==> src/rtl/rv_prog_loader.sv <==
// Byte-stream program loader: assembles little-endian words, mirrors them into im/dm,
// and holds the core in reset until the image is in. Optional checksum: LOADER_CHECKSUM_EN.
module rv_prog_loader #(
    parameter int          ADDR_WIDTH = 14,
    parameter int unsigned MEM_WORDS  = 16384
) (
    input  logic                  clk,
    input  logic                  rst,
    input  logic                  in_valid,
    input  logic [7:0]            in_data,
    output logic                  in_ready,
    output logic                  mem_we,
    output logic [ADDR_WIDTH-1:0] mem_addr,
    output logic [31:0]           mem_wdata,
    output logic                  cpu_rst,
    output logic                  done,
    output logic                  err,
    output logic [15:0]           words_loaded
);

    typedef enum logic [2:0] {
        HDR0,
        HDR1,
        DATA,
`ifdef LOADER_CHECKSUM_EN
        CSUM,
`endif
        DONE,
        ERROR
    } state_t;

`ifdef LOADER_CHECKSUM_EN
    localparam state_t AFTER_DATA = CSUM;
`else
    localparam state_t AFTER_DATA = DONE;
`endif

    state_t                  state_q;
    logic [1:0]              byteIdx_q;
    logic [23:0]             word_q;
    logic [15:0]             count_q;
    logic                    memWe_q;
    logic [ADDR_WIDTH-1:0]   memAddr_q;
    logic [31:0]             memWdata_q;
    logic                    cpuRst_q;
    logic                    done_q;
    logic                    err_q;
    logic [15:0]             words_q;
    logic [15:0]             hdrCount_d;
    logic                    accepting;
    logic                    accept;
`ifdef LOADER_CHECKSUM_EN
    logic [7:0]              csum_q;
`endif

    always_comb begin
        accepting = 1'b0;
        case (state_q)
            HDR0, HDR1, DATA: accepting = 1'b1;
`ifdef LOADER_CHECKSUM_EN
            CSUM:             accepting = 1'b1;
`endif
            default:          accepting = 1'b0;
        endcase
    end

    assign in_ready   = accepting & ~rst;
    assign accept     = in_valid & in_ready;
    assign hdrCount_d = {in_data, count_q[7:0]};

    // The write pulse lands together with the state change into DONE, so the
    // core release is deferred by one more cycle inside DONE itself.
    always_ff @(posedge clk) begin
        if (rst) begin
            state_q    <= HDR0;
            byteIdx_q  <= 2'd0;
            word_q     <= '0;
            count_q    <= '0;
            memWe_q    <= 1'b0;
            memAddr_q  <= '0;
            memWdata_q <= '0;
            cpuRst_q   <= 1'b1;
            done_q     <= 1'b0;
            err_q      <= 1'b0;
            words_q    <= '0;
`ifdef LOADER_CHECKSUM_EN
            csum_q     <= '0;
`endif
        end else begin
            memWe_q <= 1'b0;
`ifdef LOADER_CHECKSUM_EN
            if (accept && (state_q == HDR0 || state_q == HDR1 || state_q == DATA))
                csum_q <= csum_q ^ in_data;
`endif
            case (state_q)
                HDR0: begin
                    if (accept) begin
                        count_q[7:0] <= in_data;
                        state_q      <= HDR1;
                    end
                end
                HDR1: begin
                    if (accept) begin
                        count_q[15:8] <= in_data;
                        if ({16'd0, hdrCount_d} > MEM_WORDS) begin
                            state_q <= ERROR;
                            err_q   <= 1'b1;
                        end else if (hdrCount_d == 16'd0) begin
                            state_q <= AFTER_DATA;
                        end else begin
                            state_q <= DATA;
                        end
                    end
                end
                DATA: begin
                    if (accept) begin
                        case (byteIdx_q)
                            2'd0: word_q[7:0]   <= in_data;
                            2'd1: word_q[15:8]  <= in_data;
                            2'd2: word_q[23:16] <= in_data;
                            default: begin
                                memWe_q    <= 1'b1;
                                memAddr_q  <= words_q[ADDR_WIDTH-1:0];
                                memWdata_q <= {in_data, word_q};
                                if (words_q != 16'hFFFF)
                                    words_q <= words_q + 16'd1;
                                if (words_q == count_q - 16'd1)
                                    state_q <= AFTER_DATA;
                            end
                        endcase
                        byteIdx_q <= byteIdx_q + 2'd1;
                    end
                end
`ifdef LOADER_CHECKSUM_EN
                CSUM: begin
                    if (accept) begin
                        if (in_data == csum_q) begin
                            state_q <= DONE;
                        end else begin
                            state_q <= ERROR;
                            err_q   <= 1'b1;
                        end
                    end
                end
`endif
                DONE: begin
                    cpuRst_q <= 1'b0;
                    done_q   <= 1'b1;
                end
                default: begin
                end
            endcase
        end
    end

    assign mem_we       = memWe_q;
    assign mem_addr     = memAddr_q;
    assign mem_wdata    = memWdata_q;
    assign cpu_rst      = cpuRst_q;
    assign done         = done_q;
    assign err          = err_q;
    assign words_loaded = words_q;

endmodule

==> config.mk <==
export PLATFORM = sky130hd
export DESIGN_NAME = rv_prog_loader
export DESIGN_NICKNAME = d
export VERILOG_FILES = /design/src/rtl/rv_prog_loader.sv
export SDC_FILE = /design/constraint.sdc
export NUM_CORES = 1
export LEC_CHECK = 0
export ABC_AREA = 1
export CORE_UTILIZATION = 55
export CTS_CLUSTER_SIZE = 10
export DETAILED_ROUTE_END_ITERATION = 7
export HOLD_SLACK_MARGIN = 0.1
export PLACE_DENSITY = 0.82
export SLEW_MARGIN = 20
export SYNTH_ARGS = -nofsm -noshare
export SYNTH_HDL_FRONTEND = slang
export SYNTH_SLANG_ARGS = --single-unit
==> constraint.sdc <==
create_clock -name clk -period 3.8 [get_ports clk]
set_input_delay 0.76 -clock clk [delete_from_list [all_inputs] [get_ports clk]]
set_output_delay 0.76 -clock clk [all_outputs]
set_load 0.01 [all_outputs]
# Word-level counts from Yosys, hierarchy flattened
# Cells that the tools add are included.
[totals]
in_bits = 11
rom_bits = 0
mem_count = 0
latch_bits = 0
ram_bits = 0
ff_bits = 111
wordCells = 63
output_inout_bits = 67
[classes]
bitwise_logic = 6
shifts = 0
eq_ne = 12
n_mux = 10
mul = 0
reduce_logical = 17
addsub = 3
div_mod_pow = 0
magnitude_cmp = 1
[op_table]
columns = ["cell", "n"]
rows = [
  ["3-bit 2-to-1 mux", 6],
  ["16-bit by 1-bit adder with 16-bit output, second input constant", 1],
  ["16-bit equality test", 1],
  ["16-bit by 15-bit > comparator with 1-bit output, second input constant", 1],
  ["16-bit zero test", 1],
  ["16-bit != test, second input constant", 1],
  ["16-bit by 1-bit subtractor with 16-bit output, second input constant", 1],
  ["3-bit AND reduction", 5],
  ["2-bit != test, second input constant", 5],
  ["3-bit case mux with 3 select lines", 1],
  ["3-bit OR reduction", 3],
  ["3-bit by 2-bit equality test with 1-bit output, second input constant", 2],
  ["2-bit AND reduction", 3],
  ["6-bit AND reduction", 1],
  ["1-bit inverter", 4],
  ["4-bit AND reduction", 1],
  ["3-bit by 1-bit equality test with 1-bit output, second input constant", 1],
  ["3-bit zero test", 1],
  ["1-bit 2-to-1 mux", 3],
  ["3-bit nonzero test", 1],
  ["2-bit by 1-bit adder with 2-bit output, second input constant", 1],
  ["1-bit AND", 2],
  ["2-bit by 1-bit equality test with 1-bit output, second input constant", 1],
  ["2-bit equality test, second input constant", 1],
  ["2-bit zero test", 1],
]

# Depth between registers and ports, before layout
[depth]
depth_word = 7
depth_mapped = 16
ltp_nobuf = 16

# Worst setup path after synthesis
# OpenSTA, ideal clock, no wires.
[synth_path]
path_type = "input-to-output"
from = "input port rst"
to = "output port in_ready"
arrival_ns = 1.386
setup_slack_ns = 1.654
n_path_buf = 2
path_stages = 5
required_time_ns = 3.040
cell_sequence = "buf_2 > inv_2 > clkbuf_1 > nand2_1 > inv_1"
[synth_between]
elab_chain_cells = 2
[synth_lines]
columns = ["element", "line", "rtl"]
rows = [
  ["start: declaration", "8", "input logic rst,"],
  ["1-bit inverter", "67", "assign in_ready = accepting & ~rst;"],
  ["1-bit AND", "67", ""],
  ["end: declaration", "11", "output logic in_ready,"],
]
# Every way passes these cells.

# Final worst setup path
# Ends and elaborated chain as after synthesis.

==> flow_summary.json <==
{
  "slew_violations": 0,
  "ant_nets": 0,
  "design.core.area_sq_um": 8382,
  "start_kind": "input port",
  "ys_seq_elements": 111,
  "avgSynthCellArea_sq_um": 7.273,
  "p_per_area_nw_per_um2": 363.8,
  "groute.layer.met1.usage": 0.3317,
  "p_switching_mw": 0.6107,
  "synth-async-reset-ratio": 0,
  "path_buf_inv": 4,
  "fin_tns_setup_ns": 0,
  "cts-root-buf": "clkbuf_8",
  "postLayoutCoreUtil": 0.6973,
  "period_minus_slack_ns": 2.738,
  "tightest_slew_ns": 0.7485,
  "met3_usage": 0.04423,
  "max_cap_violations": 0,
  "pwr-share-seq": 0.560,
  "die_area_sq_um": 9200,
  "die_y_um": 95.92,
  "clkTransAtPathRegs_ns": 0.10,
  "grt_pass1_vias": 4230,
  "fp-row-count": 33,
  "die_x_um": 95.92,
  "multiInputGateArea_sq_um": 2315,
  "power_frac_comb": 0.115,
  "hold_class": "reg -> reg",
  "nFillCells": 697,
  "p_int_mw": 1.515,
  "grtUsageTotal": 0.2694,
  "drt_pass1_iterations": 5,
  "yosysSeqAreaShare": 0.4581,
  "gp_congestion": 0.9361,
  "antenna_found_initial": 0,
  "numCtsBuffers": 9,
  "worst_slack_ns": 1.062,
  "top_usage_layer": "met2",
  "path_max_fanout": 4,
  "postCtsSetupRepairBufs": 0,
  "critPathMaxStageDelay_ns": 0.52,
  "hold_ws_ns": 0.4624,
  "synth_edf_count": 0,
  "cts_tree": "yes",
  "start_util": 0.5787,
  "path_cells": "clkdlybuf4s50_1 > inv_2 > nand2_1 > inv_1 > clkdlybuf4s50_1",
  "grt_pass1_wl_mm": 19.06,
  "cp.arrival_ns": 1.98,
  "post-place-ws_ns": 0.7415,
  "max_freq_ghz": 0.3652,
  "cts-hold-fix-buffers": 0,
  "synthTopCellsByCount": "nor2_1 (147), dfxtp_1 (111), nand2_1 (98), o21ai_0 (91), a21oi_1 (52)",
  "synth_cell_types": 36,
  "drt-total-wl_mm": 11.74,
  "cts_resized": 0,
  "syn_nets": 684,
  "period_share": 0.7206,
  "yosysMostFrequentCell": "nor2_1",
  "avgRoutedWirePerCell_um": 13.94,
  "synth_flop_cell": "dfxtp_1",
  "yosysTopAreaCell": "dfxtp_1",
  "viasPerCell": 5.380,
  "io_pins": 78,
  "synth_top_area_share": 0.4581,
  "grt_overflow": 0,
  "drive_gt1_frac": 0.05427,
  "via_count": 4530,
  "ir_worst_vdd_v": 0.0001882,
  "fin_skew_ns": 0.01444,
  "cts_sinks": 111,
  "grt_max_degree": 93,
  "synthesis.area_sq_um": 4851,
  "htree_levels": 3,
  "syn_to_final_growth_pct": 20.48,
  "drc": 0,
  "setup_viol": 0,
  "ff_latch_area_sq_um": 2222,
  "synth_cells": 667,
  "clk-insertion-delay-late_ns": 0.38,
  "critPathKind": "in -> out",
  "p_clk_frac": 0.325,
  "drtIter0Drc": 296,
  "maxSlewHeadroom": 0.4971,
  "status": "finished, final reports clean",
  "cp.required_ns": 3.04,
  "crit_family": "buffers and inverters",
  "dp_hpwl_mm": 8.242,
  "netSwitchingFraction": 0.2872,
  "ys_top_cells_by_area": "dfxtp_1 (46%), nor2_1 (11%), o21ai_0 (9.4%)",
  "path_common_cell": "clkdlybuf4s50_1",
  "endpoint_kind": "output pin",
  "port_buffers": 77,
  "layout.nets": 749,
  "hold_viol": 0,
  "leakage_nw": 2.276,
  "rsz0062_at_grt": "false",
  "cts.path.max_buffers": 2,
  "yosysWarnings": 0,
  "slowest_stage": "clkdlybuf4s50_1",
  "n_antenna_cell": 0,
  "use_met2": 0.4482
}
==> cell type report <==
type	instances	share of cell area
clock inverter	7	0.01070
timing repair buffer	79	0.1344
multi-input combinational	478	0.3961
inverter	53	0.03490
clock buffer	9	0.02119
sequential	111	0.3802
tap	105	0.02248
==> cell families after synthesis <==
| logic type | after synthesis | share of synthesized area |
|---|---|---|
| xor+xnor | 13 | 0.02347 |
| fa+ha+maj | 6 | 0.01548 |
| buf+inv | 78 | 0.06474 |
| compound gates | 152 | 0.1628 |
| simple gates | 307 | 0.2755 |
| flops | 111 | 0.4581 |
==> path summary, 6_finish.rpt <==
kind	start	to	slack [ns]	depth (start not counted)
min	done	done	0.46	2
max	rst	in_ready	1.06	5
max reg2reg	state_q[1]	state_q[1]	1.52	11
min reg2reg	done	done	0.46	2
==> placed cells by master, fill, tap and decap left out, types with 2 or more instances in the layout <==
cell,n
o21ai_0,91
inv_6,2
nand3b_1,3
dfxtp_1,111
inv_1,48
a21oi_1,52
clkbuf_8,9
xnor2_1,6
clkdlybuf4s50_1,77
xor2_1,7
nand3_1,29
ha_1,6
buf_4,2
clkinv_4,3
inv_8,2
a21oi_4,2
nor4_1,3
inv_2,4
nor3_1,9
o21ai_1,6
nand4_1,2
nand2_2,2
nand3_2,3
nand2_1,98
nor2_1,147
nor2_2,2
==> stage by stage <==
stage	power [mW]	instances	cell area, sq um
2_1_floorplan	1.395	667	4851
3_3_place_gp	1.451	826	5658
3_5_place_dp	1.458	826	5658
4_1_cts	2.126	842	5844
5_1_grt	2.211	842	5844
6_report	2.126	842	5844
==> worst register-to-register path, stage by stage (launching register included) <==
cell,delay (ns)
dfxtp_1,0.51
a21oi_4,0.11
nand3_4,0.11
nor2_8,0.06
nand2_4,0.28
clkinv_4,0.40
nor2_1,0.25
nor2_1,0.07
nand2_1,0.08
o21bai_2,0.07
o21ai_0,0.18
inv_1,0.07
==> per-layer routing <==
layer  part of all wire  up-vias
met5                  0        -
met4              0.030        0
met3              0.060       37
met2               0.47      152
met1               0.43     2050
li1                   -     2291
==> sequential cells by signal, summed over array words and instances (netlist names) <==
| signal | cells |
|---|---|
| byteIdx_q | 2 |
| count_q | 16 |
| cpu_rst | 1 |
| done | 1 |
| err | 1 |
| mem_addr | 14 |
| mem_wdata | 32 |
| mem_we | 1 |
| state_q | 3 |
| word_q | 24 |
| words_loaded | 16 |
==> power groups by stage <==
stage / registers [mW] / logic [mW] / clock network (mW)
final: 1.19 / 0.244 / 0.691
after global placement: 1.22 / 0.234 / 0
after floorplan: 1.21 / 0.181 / 0
after global routing: 1.19 / 0.281 / 0.735
after detailed placement: 1.22 / 0.240 / 0
after CTS: 1.19 / 0.242 / 0.693
(Power assumes the default switching activity.)
